$ cat src/rtl/alramfifo_pf_pkg.sv
// Shared constants for the prefetching RAM FIFO: RAM read latency and the
// output-queue depth that hides it.
package alramfifo_pf_pkg;

    localparam int unsigned AL_RAM_RDLAT  = 2;
    localparam int unsigned AL_PF_OQDEPTH = AL_RAM_RDLAT + 1;

endpackage

$ cat src/rtl/alramfifo_pf_if.sv
// Write strobe/data plus show-ahead read stream of alramfifo_pf.
interface alramfifo_pf_if #(
    parameter int unsigned ADDRBIT = 6,
    parameter int unsigned WIDTH   = 8
);
    logic               wr_en;
    logic [WIDTH-1:0]   wr_data;
    logic               full;
    logic               ovf;
    logic               rd_valid;
    logic               rd_ready;
    logic [WIDTH-1:0]   rd_data;
    logic [ADDRBIT+1:0] level;

    modport master (
        output wr_en, wr_data, rd_ready,
        input  full, ovf, rd_valid, rd_data, level
    );

    modport slave (
        input  wr_en, wr_data, rd_ready,
        output full, ovf, rd_valid, rd_data, level
    );
endinterface

$ cat src/rtl/alsyncram112x.sv
// Simple dual-port RAM with registered read address and registered output:
// rdaddress sampled at edge n gives q valid after edge n+1.
module alsyncram112x #(
    parameter int unsigned ADDRBIT = 6,
    parameter int unsigned DEPTH   = 64,
    parameter int unsigned WIDTH   = 8,
    parameter string       TYPE    = "AUTO"
) (
    input  logic               wrclock,
    input  logic               wren,
    input  logic [ADDRBIT-1:0] wraddress,
    input  logic [WIDTH-1:0]   data,
    input  logic               rdclock,
    input  logic [ADDRBIT-1:0] rdaddress,
    output logic [WIDTH-1:0]   q
);

    logic [ADDRBIT-1:0] rd_addr_q;
    logic [WIDTH-1:0]   rd_word;

    // TYPE only steers the memory implementation hint; behaviour is identical.
    if (TYPE == "DISTRIBUTED") begin : g_dist
        (* ram_style = "distributed" *) logic [WIDTH-1:0] mem [DEPTH];
        always_ff @(posedge wrclock) begin
            if (wren) mem[wraddress] <= data;
        end
        assign rd_word = mem[rd_addr_q];
    end else begin : g_blk
        (* ram_style = "block" *) logic [WIDTH-1:0] mem [DEPTH];
        always_ff @(posedge wrclock) begin
            if (wren) mem[wraddress] <= data;
        end
        assign rd_word = mem[rd_addr_q];
    end

    always_ff @(posedge rdclock) begin
        rd_addr_q <= rdaddress;
        q         <= rd_word;
    end

endmodule

$ cat src/rtl/alramfifo_pf.sv
// Single-clock FIFO over alsyncram112x that prefetches into a small output
// queue so the consumer sees a show-ahead stream at one word per clock.
module alramfifo_pf
    import alramfifo_pf_pkg::*;
#(
    parameter int unsigned ADDRBIT = 6,
    parameter int unsigned DEPTH   = 64,
    parameter int unsigned WIDTH   = 8,
    parameter string       TYPE    = "AUTO"
) (
    input  logic          clk,
    input  logic          rstn,
    alramfifo_pf_if.slave bus
);

    localparam int unsigned CW = ADDRBIT + 1;
    localparam int unsigned LW = ADDRBIT + 2;
    localparam int unsigned QW = $clog2(AL_PF_OQDEPTH + 1);
    localparam int unsigned HW = QW + 2;

    logic [ADDRBIT-1:0]      wr_ptr, rd_ptr;
    logic [CW-1:0]           ram_cnt, ram_cnt_nxt;
    logic [AL_RAM_RDLAT-1:0] vpipe, vpipe_nxt;
    logic [QW-1:0]           oq_cnt, oq_cnt_nxt;
    logic [WIDTH-1:0]        oq     [AL_PF_OQDEPTH];
    logic [WIDTH-1:0]        oq_nxt [AL_PF_OQDEPTH];
    logic [WIDTH-1:0]        ram_q;
    logic [HW-1:0]           held;
    logic [LW-1:0]           level_q, level_nxt;
    logic                    full_q, ovf_q, rd_valid_q;
    logic                    wr_acc, pop, push, issue;

    alsyncram112x #(
        .ADDRBIT (ADDRBIT),
        .DEPTH   (DEPTH),
        .WIDTH   (WIDTH),
        .TYPE    (TYPE)
    ) u_ram (
        .wrclock   (clk),
        .wren      (wr_acc),
        .wraddress (wr_ptr),
        .data      (bus.wr_data),
        .rdclock   (clk),
        .rdaddress (rd_ptr),
        .q         (ram_q)
    );

    // Credit check: words queued or in flight, minus this cycle's pop, must leave room.
    always_comb begin
        wr_acc = bus.wr_en && !full_q;
        pop    = rd_valid_q && bus.rd_ready;
        push   = vpipe[AL_RAM_RDLAT-1];
        held   = HW'(oq_cnt);
        for (int i = 0; i < int'(AL_RAM_RDLAT); i++) begin
            held = held + HW'(vpipe[i]);
        end
        issue       = (ram_cnt != '0) && (held < HW'(AL_PF_OQDEPTH) + HW'(pop));
        ram_cnt_nxt = ram_cnt + CW'(wr_acc) - CW'(issue);
        vpipe_nxt   = {vpipe[AL_RAM_RDLAT-2:0], issue};
    end

    // Output queue: pop shifts toward entry 0, push lands behind the survivors.
    always_comb begin
        oq_nxt     = oq;
        oq_cnt_nxt = oq_cnt;
        if (pop) begin
            for (int i = 0; i < int'(AL_PF_OQDEPTH) - 1; i++) begin
                oq_nxt[i] = oq[i+1];
            end
            oq_cnt_nxt = oq_cnt_nxt - QW'(1);
        end
        if (push) begin
            for (int i = 0; i < int'(AL_PF_OQDEPTH); i++) begin
                if (QW'(i) == oq_cnt_nxt) oq_nxt[i] = ram_q;
            end
            oq_cnt_nxt = oq_cnt_nxt + QW'(1);
        end
        level_nxt = LW'(ram_cnt_nxt) + LW'(oq_cnt_nxt);
        for (int i = 0; i < int'(AL_RAM_RDLAT); i++) begin
            level_nxt = level_nxt + LW'(vpipe_nxt[i]);
        end
    end

    always_ff @(posedge clk or negedge rstn) begin
        if (!rstn) begin
            wr_ptr     <= '0;
            rd_ptr     <= '0;
            ram_cnt    <= '0;
            vpipe      <= '0;
            oq_cnt     <= '0;
            full_q     <= 1'b0;
            ovf_q      <= 1'b0;
            rd_valid_q <= 1'b0;
            level_q    <= '0;
        end else begin
            if (wr_acc) wr_ptr <= wr_ptr + ADDRBIT'(1);
            if (issue)  rd_ptr <= rd_ptr + ADDRBIT'(1);
            ram_cnt    <= ram_cnt_nxt;
            vpipe      <= vpipe_nxt;
            oq_cnt     <= oq_cnt_nxt;
            full_q     <= (ram_cnt_nxt == CW'(DEPTH));
            ovf_q      <= bus.wr_en && full_q;
            rd_valid_q <= (oq_cnt_nxt != '0);
            level_q    <= level_nxt;
        end
    end

    // Queue payload needs no reset; validity is carried by oq_cnt.
    always_ff @(posedge clk) begin
        oq <= oq_nxt;
    end

    assign bus.full     = full_q;
    assign bus.ovf      = ovf_q;
    assign bus.rd_valid = rd_valid_q;
    assign bus.rd_data  = oq[0];
    assign bus.level    = level_q;

endmodule

$ cat src/flat_wrapper.sv
// flat-port wrapper written by rule: the top's interface ports become plain ports
module alramfifo_pf_flat import alramfifo_pf_pkg::*;
#(
    parameter int unsigned ADDRBIT = 6,
    parameter int unsigned DEPTH   = 64,
    parameter int unsigned WIDTH   = 8,
    parameter string       TYPE    = "    "
)
  (clk, rstn, bus_wr_en, bus_wr_data, bus_rd_ready, bus_full, bus_ovf, bus_rd_valid, bus_rd_data, bus_level);
  alramfifo_pf_if #(.ADDRBIT(ADDRBIT), .WIDTH(WIDTH)) bus_i ();
  input  logic clk;
  input  logic rstn;
  input wire logic [$bits(bus_i.wr_en)-1:0] bus_wr_en;
  input wire logic [$bits(bus_i.wr_data)-1:0] bus_wr_data;
  input wire logic [$bits(bus_i.rd_ready)-1:0] bus_rd_ready;
  output wire logic [$bits(bus_i.full)-1:0] bus_full;
  output wire logic [$bits(bus_i.ovf)-1:0] bus_ovf;
  output wire logic [$bits(bus_i.rd_valid)-1:0] bus_rd_valid;
  output wire logic [$bits(bus_i.rd_data)-1:0] bus_rd_data;
  output wire logic [$bits(bus_i.level)-1:0] bus_level;
  assign bus_i.wr_en = bus_wr_en;
  assign bus_i.wr_data = bus_wr_data;
  assign bus_i.rd_ready = bus_rd_ready;
  assign bus_full = bus_i.full;
  assign bus_ovf = bus_i.ovf;
  assign bus_rd_valid = bus_i.rd_valid;
  assign bus_rd_data = bus_i.rd_data;
  assign bus_level = bus_i.level;
  alramfifo_pf #(.ADDRBIT(ADDRBIT), .DEPTH(DEPTH), .WIDTH(WIDTH), .TYPE(TYPE)) u_core (.clk(clk), .rstn(rstn), .bus(bus_i));
endmodule
$ cat config.mk
export PLATFORM = sky130hd
export DESIGN_NAME = alramfifo_pf_flat
export DESIGN_NICKNAME = d
export VERILOG_FILES = /design/src/rtl/alramfifo_pf_pkg.sv /design/src/rtl/alramfifo_pf_if.sv /design/src/rtl/alsyncram112x.sv /design/src/rtl/alramfifo_pf.sv /design/src/flat_wrapper.sv
export SDC_FILE = /design/constraint.sdc
export NUM_CORES = 1
export LEC_CHECK = 0
export ABC_AREA = 1
export BUFFER_PORTS_ARGS = -buffer_cell sky130_fd_sc_hd__buf_2
export CAP_MARGIN = 20
export CORE_MARGIN = 1
export CORE_UTILIZATION = 30
export CTS_BUF_LIST = sky130_fd_sc_hd__clkbuf_8
export CTS_CLUSTER_SIZE = 24
export DETAILED_ROUTE_END_ITERATION = 6
export GPL_TIMING_DRIVEN = 0
export SLEW_MARGIN = 20
export SYNTH_ARGS = -nofsm -noshare
export SYNTH_HDL_FRONTEND = slang
export SYNTH_SLANG_ARGS = --single-unit
$ cat constraint.sdc
create_clock -name clk -period 10.25 [get_ports clk]
set_input_delay 1.025 -clock clk [delete_from_list [all_inputs] [get_ports clk]]
set_output_delay 1.025 -clock clk [all_outputs]
set_load 0.1 [all_outputs]
---- Word level (Yosys, flattened, before mapping) ----
Memory sizes are Yosys's and may differ from the RTL's. A register that Yosys moved wholly into a read port is not among the register bits.
Cells that the tools add are included.
W data, S select, Z words.
word-level totals
  ROM bits ................................ 0
  logic and storage cells ................. 48
  bits in latches ......................... 0
  output and inout port bits .............. 19
  RAM bits ................................ 512
  flip-flop bits (word level) ............. 64
  memories kept ........................... 1
memory list
  memory                  words  width  read ports  clocked after Yosys merged registers in  write ports  RTL line             text
  u_core.u_ram.g_blk.mem  64     8      1           1                                        1            alsyncram112x.sv:29  (* ram_style = "block" *) logic [WIDTH-1:0] mem [DEPTH];
cells by class
  reduce and logical (&&, ||, !) cells .... 9
  shift operators ......................... 0
  multiply operators ...................... 0
  eq/ne operators ......................... 3
  muxes and demuxes ....................... 9
  bitwise logic cells ..................... 0
  div/mod/pow operators ................... 0
  $lt $le $gt $ge ......................... 1
  add/sub/neg operators ................... 12
operator list
  kind                   count
  $mux W24               1
  $mux W8                3
  $add A8 B1 Y8          2
  $mux W16               1
  $add A6 B1 Y6 const B  2
  $add A7 B2 Y8          1
  $add A7 B1 Y7          1
  $eq A7 B7 Y1 const B   1
  $reduce_bool A7 Y1     1
  $sub A7 B1 Y7          1
  $add A4 B1 Y4          1
  $logic_and A1 B1 Y1    4
  $lt A4 B4 Y1           1
  $mux W2                2
  $add A2 B1 Y3          1
  $add A2 B1 Y3 const A  1
  $add A2 B1 Y2 const B  1
  $eq A1 B2 Y1 const A   1
  $eq A2 B2 Y1 const A   1
  $logic_not A2 Y1       1
  $mux W1                2
  $reduce_and A2 Y1      1
  $reduce_bool A2 Y1     1
  $sub A2 B1 Y2 const B  1
  $logic_not A1 Y1       1

---- Depth between registers and ports, before layout ----
Gate-level depths: netlist of run 1.
  depth after elaboration ................. 8
  gate-level depth with buffers ........... 25
  depth with buffers taken out ............ 25

---- Modules after synthesis ----
Synthesis of run 1 repeated with hierarchy kept, for this count alone.
second synthesis, totals
  cell total of the unflattened synthesis .. 2125
  area, all modules ....................... 24372.1 µm²
by module, submodules not included
  module         instances  seq. area each (µm²)  cells each  area each (µm²)
  alsyncram112x  1          15655.0               1811        21459.3
  alramfifo_pf   1          1411.4                314         2912.8

---- Worst setup path before layout of run 1 ----
Ideal clock, no wire load.
  kind .................................... input to register
  start ................................... input bus_rd_ready
  end ..................................... register u_core.level_q[6], in the netlist u_core.bus.level[6]
  arrival ................................. 4.490 ns
  buffers on the path ..................... 2
  slack ................................... 5.644 ns
  data required time ...................... 10.133 ns
  library setup time ...................... 0.117 ns
  stages .................................. 24
  cells stage by stage .................... nand2_1 -> buf_4 -> inv_2 -> clkbuf_1 -> ha_1 -> o21a_1 -> o21ai_1 -> nand2_2 -> inv_2 -> ha_1 -> inv_1 -> ha_1 -> inv_1 -> fa_1 -> inv_1 -> ha_1 -> inv_1 -> fa_1 -> o21bai_1 -> nand2_1 -> nor2_1 -> nand2_1 -> nand2_1 -> nand2_1
on the way
  cells in the longest elaborated chain, start to end .. 8
  elaborated cells between the ends (all ways) .. 11
ends and longest elaborated chain
  what                         RTL line             text
  start, declared              flat_wrapper.sv:15   input wire logic [$bits(bus_i.rd_ready)-1:0] bus_rd_ready;
  $logic_and A1 B1 Y1          alramfifo_pf.sv:51   pop = rd_valid_q && bus.rd_ready;
  $add A2 B1 Y3                alramfifo_pf.sv:57   issue = (ram_cnt != '0) && (held < HW'(AL_PF_OQDEPTH) + HW'(pop));
  $lt A4 B4 Y1                 alramfifo_pf.sv:57
  $logic_and A1 B1 Y1          alramfifo_pf.sv:57
  net u_core.issue             alramfifo_pf.sv:31   logic wr_acc, pop, push, issue;
  $sub A7 B1 Y7                alramfifo_pf.sv:58   ram_cnt_nxt = ram_cnt + CW'(wr_acc) - CW'(issue);
  net u_core.ram_cnt_nxt[0]    alramfifo_pf.sv:22   logic [CW-1:0] ram_cnt, ram_cnt_nxt;
  $add A7 B2 Y8                alramfifo_pf.sv:78   level_nxt = LW'(ram_cnt_nxt) + LW'(oq_cnt_nxt);
  $add A8 B1 Y8 (2 in series)  alramfifo_pf.sv:80   level_nxt = level_nxt + LW'(vpipe_nxt[i]);
  net u_core.level_nxt[6]      alramfifo_pf.sv:29   logic [LW-1:0] level_q, level_nxt;
  end signal, assigned         alramfifo_pf.sv:104  level_q <= level_nxt;
  end, declared                alramfifo_pf.sv:29
The timed path passes the listed nets, and every way through them passes these cells.
A chain may end at the register's enable or synchronous reset.

---- Worst setup path after layout of run 1 ----
  start ................................... register u_core.vpipe[0]
  end ..................................... register u_core.level_q[6], in the netlist u_core.bus.level[6]
on the way
  cells in the longest elaborated chain, start to end .. 8
ends and longest elaborated chain
  what                         RTL line            text
  start, declared              alramfifo_pf.sv:23  logic [AL_RAM_RDLAT-1:0] vpipe, vpipe_nxt;
  start signal, assigned       alramfifo_pf.sv:99  vpipe <= vpipe_nxt;
  $add A2 B1 Y3                alramfifo_pf.sv:55  held = held + HW'(vpipe[i]);
  $add A4 B1 Y4                alramfifo_pf.sv:55
  $lt A4 B4 Y1                 alramfifo_pf.sv:57
  $logic_and A1 B1 Y1          alramfifo_pf.sv:57
  net u_core.issue             alramfifo_pf.sv:31
  $sub A7 B1 Y7                alramfifo_pf.sv:58
  net u_core.ram_cnt_nxt[0]    alramfifo_pf.sv:22
  $add A7 B2 Y8                alramfifo_pf.sv:78
  $add A8 B1 Y8 (2 in series)  alramfifo_pf.sv:80
  net u_core.level_nxt[6]      alramfifo_pf.sv:29
The timed path passes the listed nets, and every way through them passes these cells.

==> results of run 1 <==
==> cell usage in the layout, fill, tap and decap left out, types with 14 or more instances in the layout <==
cell type	netlist	routed
nand2_1	707	707
dfrtp_1	34	34
dfxtp_1	30	30
buf_4	23	31
clkbuf_1	14	14
clkbuf_8	0	91
o22ai_1	16	16
ha_1	23	23
buf_2	45	67
edfxtp_1	520	520
nand3_1	447	447
nor2_1	101	101
clkinv_1	0	26
inv_1	63	95
o21ai_0	20	20
buf_6	35	35
==> layout make-up <==
class | instances | area (sq um) | share of cell area
Clock inverter | 80 | 443 | 0.0161
Timing Repair Buffer | 32 | 218 | 0.00789
Inverter | 68 | 260 | 0.00943
Sequential cell | 584 | 17100 | 0.618
Multi-Input combinational cell | 1354 | 6130 | 0.222
Buffer | 124 | 893 | 0.0324
Antenna cell | 1 | 2.50 | 0.0000907
Tap cell | 1060 | 1330 | 0.0481
Clock buffer | 91 | 1250 | 0.0454
==> power by group <==
part / switching [uW] / internal [uW]
Clock: 952 / 898
Combinational: 2710 / 1170
Sequential: 102 / 2850
==> cell usage after synthesis (all sizes together) <==
cell | count | area (sq um)
nand2 | 709 | 2670
nor3 | 2 | 10.0
or2 | 2 | 12.5
edfxtp | 520 | 15600
nand4 | 3 | 18.8
nor2 | 101 | 379
o21bai | 1 | 7.51
o22ai | 16 | 100
fa | 4 | 80.1
clkbuf | 14 | 52.6
o21ai | 21 | 105
buf | 110 | 841
inv | 68 | 260
xor2 | 14 | 149
ha | 23 | 288
xnor2 | 6 | 52.6
a21oi | 4 | 20.0
nand3 | 447 | 2240
dfrtp | 34 | 851
dfxtp | 30 | 601
o21a | 1 | 7.51
==> registers in the layout (all words and copies together), names as in the netlist, 2 cells and up <==
signal                  cells
u_core.oq                  16
u_core.u_ram.g_blk.mem    512
u_core.wr_ptr               6
u_core.vpipe                2
u_core.u_ram.q              8
u_core.oq_cnt               2
u_core.u_ram.rd_addr_q      6
u_core.ram_cnt              7
u_core.bus.rd_data          8
u_core.bus.level            8
u_core.rd_ptr               6
==> cells by family after synthesis <==
logic type | share of synthesized area
DFF | 0.701
xor gates and xnor gates | 0.00827
buffers and inverters | 0.0474
AOI/OAI and AO/OA | 0.00986
adders and majority gates | 0.0151
and+or+nand+nor | 0.219
==> critical path, stage by stage (launching register included) <==
cell	delay (ps)
dfrtp_1	420
ha_1	290
ha_1	150
inv_1	60
fa_1	490
inv_1	40
ha_1	260
o21a_1	110
o21ai_1	60
nand2_2	210
inv_2	120
ha_1	290
inv_1	40
ha_1	330
inv_1	80
fa_1	440
inv_1	60
ha_1	160
inv_1	60
fa_1	450
o21bai_1	170
nand2_1	100
nor2_1	140
nand2_1	60
nand2_1	50
nand2_1	40
==> routing by layer <==
| metal | vias up | global-route usage | routed length, um |
|---|---|---|---|
| li1 | 7610 | - | - |
| met5 | - | 0 | 0 |
| met4 | 0 | 0.0605 | 1890 |
| met1 | 7905 | 0.213 | 28600 |
| met3 | 110 | 0.0327 | 4830 |
| met2 | 595 | 0.267 | 31900 |
==> stage by stage <==
stage / total power, uW / cell area [sq um] / worst slack, ps / utilization
floorplan: 5650 / 24400 / 5640 / -
global placement: 6840 / 25800 / 5030 / 0.321
detailed placement: 6860 / 25900 / 5030 / 0.322
CTS: 8710 / 27600 / 5400 / 0.343
global route: 9210 / 27600 / 5050 / 0.343
finish: 8670 / 27600 / 5460 / 0.343
==> final timing paths <==
path                                        from                        end  slack [ps]  cells past startpoint
worst max-delay path             u_core.vpipe[0]        u_core.bus.level[6]        5460                     25
worst min-delay path                        rstn           u_core.wr_ptr[5]         400                      1
worst max register to register   u_core.vpipe[0]        u_core.bus.level[6]        5460                     25
worst min register to register  u_core.rd_ptr[5]  u_core.u_ram.rd_addr_q[5]         420                      0
max in group asynchronous                   rstn           u_core.wr_ptr[1]        9280                      1
min in group clk                u_core.rd_ptr[5]  u_core.u_ram.rd_addr_q[5]         420                      0
==> metrics.cfg, run 1 <==
[clock_tree]
cts_tree = yes
clk-insertion-delay-late_ps = 750
cts_htree_levels = 3
clock-sinks = 584
cts_max_path_buffers = 3
cts.clk_slew.worst_paths_ps = 60
post-cts-setup-buffers = 0
cts.repair.resized = 0
cts_root_buf = clkbuf_8
cts-buffers-inserted = 91
cts_hold_buffers = 0

[synthesis]
syn_area_sq_um = 24400
synth_seq_area_share = 0.701
avgSynthCellArea_sq_um = 11.4
synth.distinct_cells = 31
yosysWarnings = 0
ys_seq_elements = 584
syn_inst = 2130
syn_nets = 2169

[sta]
holdWs_ps = 398
slew_headroom = 0.325
finalCritPeriodShare = 0.468
skew_ps = 69.4
fmax_mhz = 209
final_hold_viol_count = 0
rsz0062_at_grt = no
maxSlewViolCount = 0
min_period_ps = 4790
fin_setup_tns_ps = 0
tightest_slew_ps = 1010
finalSetupViolCount = 0

[placement]
hpwl_mm = 44.2
place_congestion = 0.925
portBuffers = 30
dp.cells = 3222

[detailed_routing]
post-route-drc-count = 0
dr.pass1.iters = 5
wl_per_cell_um = 19.8
first_iter_violations = 1650
drt-vias-per-instance = 4.78
drtAntennaViolNets = 0
dr_total_vias = 16220
drt-total-wl_mm = 67.2

[finish]
fillers = 8084
nNetsFinal = 2294
area_growth_pct = 13.3
layout.cells.non_filler = 3394
drive_gt1_frac = 0.111

[power]
vdd_drop_max_uv = 179
powerDensity_nw_per_um2 = 314
leakagePower_uw = 0.0104

[die]
ios = 31
coreArea_sq_um = 80400
rows = 104
die_area_sq_um = 82300
die_y_um = 287
start_util = 0.303
die_x_um = 287

[grt]
grt_max_degree = 65
grt_antenna_before_repair = 2
grt_pass1_wl_mm = 99.2
gr-total-overflow = 0
track_usage = 0.163
grt_pass1_vias = 15522

[setup_path]
crit_fanout = 9
cp-end-kind = register
path_class = register to register
crit_required_ps = 10860
crit_arrival_ps = 5400
cp-start-kind = register

[status]
status = finished, final reports clean

[hold_path]
hold_class = input pin to asynchronous set/reset pin

[run]
drv_cap = 0

Note: power is estimated with default switching activity, not from simulation.
==> run 2: changes to the inputs <==
Clock period 10.25 ns to 4.8 ns, I/O delays scaled along.
==> run 2 against run 1 <==
  * Die area did not move
  * Global-route usage barely moved
  * Total power rose by 120%
  * Maximum frequency rose by 7.3%
  * Sequential power rose by 110%
  * Non-clock buffer count rose by 5
  * Combinational power rose by 120%
  * Critical path depth did not move
  * Worst hold slack got worse by 310 ps
  * Setup slack got worse by 5100 ps
  * Flip-flop and latch count did not move
==> metrics.cfg, run 2 (synthesis gave the netlist of run 1 again) <==
[detailed_routing]
dr.pass1.iters = 6  ; +1
drt-vias-per-instance = 4.77  ; -0.21%
dr_total_vias = 16215  ; -0.031%
dr_wl_met2_mm = 31.9  ; about the same
wl_met3_mm = 4.90  ; +1.3%
post-route-drc-count = 0  ; unchanged
m1WireLength_mm = 28.5  ; -0.39%
highest_layer = met4
drtAntennaViolNets = 0  ; unchanged
wl_per_cell_um = 19.8  ; -0.14%
drt-total-wl_mm = 67.2  ; about the same
first_iter_violations = 1666  ; +0.97%

[clock_tree]
cts_root_buf = clkbuf_8
cts_tree = yes
cts.clk_slew.worst_paths_ps = 70  ; about the same
clock-sinks = 584  ; unchanged
cts-buffers-inserted = 91  ; unchanged
cts_max_path_buffers = 3  ; unchanged
clk-insertion-delay-late_ps = 750  ; about the same
cts_htree_levels = 3  ; unchanged

[placement]
placed_area_sq_um = 25900  ; unchanged
hpwl_mm = 44.2  ; unchanged
portBuffers = 30  ; unchanged
place_congestion = 0.925  ; unchanged

[sta]
slew_headroom = 0.330  ; +0.00555
skew_ps = 74.0  ; +4.54 ps
min_period_ps = 4470  ; -325 ps
rsz0062_at_grt = no
finalCritPeriodShare = 0.931  ; +0.463
fin_setup_tns_ps = 0  ; unchanged
tightest_slew_ps = 1000  ; -8.29 ps
fmax_mhz = 224  ; +7.3%
holdWs_ps = 90.0  ; -307 ps
final_hold_viol_count = 0  ; unchanged
maxSlewViolCount = 0  ; unchanged
finalSetupViolCount = 0  ; unchanged

[die]
start_util = 0.303  ; unchanged
ios = 31  ; unchanged
rows = 104  ; unchanged
die_x_um = 287  ; unchanged
die_y_um = 287  ; unchanged
coreArea_sq_um = 80400  ; unchanged
die_area_sq_um = 82300  ; unchanged

[setup_path]
cp-start-kind = register
crit_required_ps = 5410  ; -5450 ps
r2r_start = u_core.vpipe[0]
rr_worst_depth = 25  ; unchanged
cp-end-kind = register
crit_arrival_ps = 5080  ; -320 ps
r2r_end = u_core.bus.level[6]
path_class = register to register
crit_fanout = 6  ; -3
r2r_slack_ps = 330  ; -5130 ps

[finish]
top_register = u_core.u_ram.g_blk.mem
area_growth_pct = 13.6
drive_gt1_frac = 0.114  ; +0.00276
final_area_sq_um = 27700  ; +0.24%
final_cell_mix = nand2_1, edfxtp_1, nand3_1
largest_reg_flops = 512  ; unchanged
top_regs = u_core.u_ram.g_blk.mem x512, u_core.oq x16
final_common_cell = nand2_1
nNetsFinal = 2299  ; +0.22%
fillers = 8075  ; -0.11%

[hold_path]
min_path_cells = 1
hold_start = bus_wr_data[2]
hold_class = input pin to register
whs_endpoint = u_core.u_ram.g_blk.mem[3][2]

[power]
vdd_drop_max_uv = 521  ; +190%
leakagePower_uw = 0.0104  ; +0.20%
powerDensity_nw_per_um2 = 676  ; +120%

[grt]
grt_antenna_before_repair = 2  ; unchanged
gr-total-overflow = 0  ; unchanged
grt_pass1_vias = 15541  ; +0.12%
track_usage = 0.163  ; about the same
grt_pass1_wl_mm = 99.3  ; +0.11%
grt_max_degree = 65  ; unchanged

[status]
status = finished, final reports clean

[run]
drv_cap = 0  ; unchanged

[run 2: cell count changes in the layout (fill, tap and decap cells not counted), sizes merged]
cell         change
buf              +3
diode            +1
dlygate4sd3      +2
[run 2: per-layer routing]
metal,track usage,vias to the layer above
met5,0,-
li1,-,7627
met3,0.0327,119
met2,0.267,596
met1,0.214,7873
met4,0.0605,0
[run 2: per-stage QoR]
| step | cells | utilization | power [uW] | worst slack [ps] |
|---|---|---|---|---|
| floorplan | 2130 | - | 12100 | 223 |
| global placement | 3220 | 0.321 | 14600 | -23.5 |
| detailed placement | 3222 | 0.322 | 14700 | -10.8 |
| CTS | 3396 | 0.343 | 18600 | 120 |
| global route | 3399 | 0.344 | 19800 | 26.8 |
| finish | 3400 | 0.344 | 18700 | 330 |
[run 2: timing repair]
| item | in CTS | in global routing |
|---|---|---|
| pin swaps | 1 | 1 |
| endpoints found under the hold margin | 35 | 0 |
| setup buffers | 1 | 2 |
| resized for setup | 0 | 5 |
| setup endpoints to repair | 1 | 2 |
| gates cloned | 0 | 0 |
| hold buffers | 2 | 0 |
[run 2: worst max-delay path: stages, from the launching register on]
cell,delay (ps)
dfrtp_1,410
ha_1,290
ha_1,150
inv_1,60
fa_1,490
inv_1,40
ha_1,270
o21a_1,100
o21ai_1,140
nand2_2,110
inv_4,100
ha_1,230
inv_1,90
ha_4,210
inv_2,60
fa_1,400
inv_1,60
ha_1,170
inv_1,70
fa_2,400
o21bai_1,150
nand2_1,110
nor2_2,110
nand2_1,60
nand2_1,50
nand2_1,40
[run 2: how the worst max path moves through the flow]
stage | start | endpoint | slack, ps | cells past startpoint
after global routing | u_core.vpipe[0] | u_core.bus.level[6] | 30 | 25
after floorplan | u_core.bus.rd_valid | u_core.bus.level[6] | 220 | 24
final | u_core.vpipe[0] | u_core.bus.level[6] | 330 | 25
after CTS | u_core.vpipe[0] | u_core.bus.level[6] | 120 | 25
after detailed placement | u_core.vpipe[0] | u_core.bus.level[6] | -10 | 25
after global placement | u_core.vpipe[0] | u_core.bus.level[6] | -20 | 25
[run 2: power by group]
part	internal (uW)	leakage, uW	switching, uW
logic	2590	0.00410	5850
registers	6080	0.00534	217
clock network	1920	0.000993	2040
total	10600	0.0104	8110
[run 2: cell type report]
| cell class | instances | area [sq um] | share of cell area |
|---|---|---|---|
| diodes | 2 | 5.00 | 0.000181 |
| plain buffers | 124 | 893 | 0.0323 |
| clock buffers | 91 | 1250 | 0.0453 |
| clock inverters | 80 | 443 | 0.0160 |
| inverters | 68 | 263 | 0.00950 |
| multi-input cells | 1354 | 6150 | 0.222 |
| flip-flops and latches | 584 | 17100 | 0.617 |
| well taps | 1060 | 1330 | 0.0479 |
| repair buffers | 37 | 260 | 0.00941 |
==> run 3: changes to the inputs <==
Settings changed: ABC_AREA 1 to not set.
==> run 3 against run 2 <==
  * Cell count down 28%
  * Non-clock buffer count decreased by 55
  * Clock skew shrank 32 ps
  * Cell area shrank 4.9%
  * Clock-buffer cell count is 9 higher
  * Routed wire length down 17%
  * Global-route usage is 1.9 points lower
  * Critical path depth fell by 7
==> metrics.cfg, run 3 <==
[setup_path]
crit_arrival_ps = 5130  ; +50 ps
rr_worst_depth = 18  ; -28%
cp-start-kind = register
path_class = register to register
cp-end-kind = register
crit_required_ps = 5390  ; -20 ps
crit_fanout = 3  ; -3

[die]
rows = 101  ; -2.9%
die_area_sq_um = 78000  ; -5.2%
die_y_um = 279  ; -2.7%
die_x_um = 279  ; -2.7%
coreArea_sq_um = 76100  ; -5.4%
ios = 31  ; unchanged
start_util = 0.303  ; +0.000409

[synthesis]
avgSynthCellArea_sq_um = 18.8  ; +65%
synth_ff_type = edfxtp_1
yosysWarnings = 0  ; unchanged
post-synth-top-count-cell = edfxtp_1
synthTopCellsByArea = edfxtp_1, mux4_2, dfrtp_1
synth_top_area_share = 0.677  ; +0.0357
syn_area_sq_um = 23100  ; -5.3%
syn_nets = 1264  ; -42%
synth-edff-count = 520  ; unchanged
ys_seq_elements = 584  ; unchanged
synth_seq_area_share = 0.740  ; +0.0390
async_flop_share = 0.0582  ; unchanged
yosysTopAreaCell = edfxtp_1
syn_inst = 1225  ; -42%
synthTopCellsByCount = edfxtp_1, mux4_2, nor2_1
synth.distinct_cells = 49  ; +58%

[clock_tree]
clock-sinks = 584  ; unchanged
cts-buffers-inserted = 93  ; +2.2%
cts_htree_levels = 3  ; unchanged
cts_root_buf = clkbuf_8
cts_tree = yes
cts.clk_slew.worst_paths_ps = 60  ; about the same
cts_max_path_buffers = 3  ; unchanged
clk-insertion-delay-late_ps = 700  ; -50 ps

[placement]
portBuffers = 30  ; unchanged
placed_area_sq_um = 24600  ; -5.1%
place_congestion = 0.889  ; -4.0%
post-place-ws_ps = -261  ; -250 ps
hpwl_mm = 35.9  ; -19%
dp.cells = 2288  ; -29%

[sta]
setup_slack_ps = 256  ; -74.5 ps
finalSetupViolCount = 0  ; unchanged
fmax_mhz = 220  ; -1.6%
finalCritPeriodShare = 0.947  ; +0.0155
skew_ps = 42.1  ; -31.8 ps
tightest_slew_ps = 1070  ; +64.6 ps
min_period_ps = 4540  ; +74.5 ps
maxSlewViolCount = 0  ; unchanged
rsz0062_at_grt = no
slew_headroom = 0.290  ; -0.0406
final_hold_viol_count = 0  ; unchanged

[finish]
layout.cells.non_filler = 2457  ; -28%
area_growth_pct = 14.0
top_regs = u_core.u_ram.g_blk.mem x512, u_core.oq x16
largest_reg_flops = 512  ; unchanged
final_cell_mix = edfxtp_1, mux4_2, clkbuf_8
final_area_sq_um = 26300  ; -4.9%
nNetsFinal = 1394  ; -39%
drive_gt1_frac = 0.236  ; +0.122
final_common_cell = edfxtp_1
top_register = u_core.u_ram.g_blk.mem
diodes = 0  ; -2

[detailed_routing]
drt-total-wl_mm = 55.8  ; -17%
wl_per_cell_um = 22.7  ; +15%
first_iter_violations = 1136  ; -32%
post-route-drc-count = 0  ; unchanged
drt-vias-per-instance = 4.86  ; +1.9%
dr.pass1.iters = 5  ; -1
dr_total_vias = 11940  ; -26%
drtAntennaViolNets = 0  ; unchanged

[grt]
grt_pass1_vias = 12178  ; -22%
grt_antenna_before_repair = 0  ; -2
track_usage = 0.144  ; -0.0192
grt_pass1_wl_mm = 81.7  ; -18%
grt_max_degree = 65  ; unchanged
gr-total-overflow = 0  ; unchanged

[power]
powerDensity_nw_per_um2 = 653  ; -3.5%
vdd_drop_max_uv = 531  ; +2.0%
leakagePower_uw = 0.00862  ; -17%

[run]
drv_cap = 0  ; unchanged

[hold_path]
hold_class = input pin to register
min_path_cells = 2  ; +1

[status]
status = finished, final reports clean

-- run 3: cell types whose count changed in the layout (fill, tap and decap cells not counted), moves of 26 or more --
cell	delta
buf_6	-26
nand3_1	-434
buf_2	-26
inv_1	-31
mux2i_1	+31
mux4_2	+120
nand2_1	-663
-- run 3: cell type report --
type	count	area [sq um]
Clock buffer	100	1380
Tap cell	1030	1290
Sequential cell	584	17100
Inverter	30	113
Multi-Input combinational cell	540	5510
Fill cell	7237	49800
Timing Repair Buffer	35	220
Buffer	71	409
Clock inverter	67	324
-- run 3: worst max-delay path: stages (launching register included) --
cell and delay (ps):
dfrtp_1 400, ha_1 290, ha_1 160, inv_1 70, fa_1 500, inv_1 40
ha_1 280, a21o_1 190, a21oi_4 150, ha_1 240, inv_1 50, ha_1 200
fa_1 480, ha_1 340, ha_1 280, a21o_1 180, a21oi_1 270, or3_1 190
xnor2_1 120
-- run 3: repair_timing --
action                     CTS  global route
buffers inserted             0             1
setup endpoints to repair    5             5
hold buffers                 1             0
pin swaps                    0             1
hold endpoints to repair    34             0
gates resized for setup      2             1
-- run 3: cells by family (layout without fill, tap and decap cells) --
family | after synthesis | in the layout | share of synthesized area
buffers and inverters | 101 | 303 | 0.0226
DFF | 584 | 584 | 0.740
and+or+nand+nor | 223 | 223 | 0.0465
xor gates and xnor gates | 21 | 21 | 0.00797
AOI/OAI and AO/OA | 105 | 105 | 0.0302
adders and majority gates | 27 | 27 | 0.0159
muxes | 164 | 164 | 0.137
-- run 3: power by group --
group | total [uW] | switching [uW] | internal (uW)
registers | 6340 | 244 | 6090
clock network | 3930 | 1950 | 1980
logic | 6900 | 4300 | 2610
-- run 3: through the flow --
step / util / hold WS, ps / TNS [ps] / power (uW)
2_1_floorplan: - / 184 / 0 / 11200
3_3_place_gp: 0.322 / 398 / -916 / 13200
3_5_place_dp: 0.323 / 405 / -1010 / 13300
4_1_cts: 0.346 / 102 / 0 / 17300
5_1_grt: 0.346 / 115 / 0 / 18100
6_report: 0.346 / 166 / 0 / 17200
-- run 3: metal layers --
metal | wire (um) | GRT usage
met1 | 23700 | 0.195
met2 | 25800 | 0.222
met3 | 5080 | 0.0465
met4 | 1240 | 0.0399
met5 | 0 | 0
-- run 3: path summary, 6_finish.rpt --
check | from | end | slack (ps)
max | u_core.vpipe[0] | u_core.bus.level[5] | 260
min | bus_wr_en | u_core.bus.ovf | 170
max reg2reg | u_core.vpipe[0] | u_core.bus.level[5] | 260
min reg2reg | u_core.rd_ptr[1] | u_core.u_ram.rd_addr_q[1] | 420
max in group asynchronous | rstn | u_core.rd_ptr[2] | 3810
min in group asynchronous | rstn | u_core.ram_cnt[4] | 440
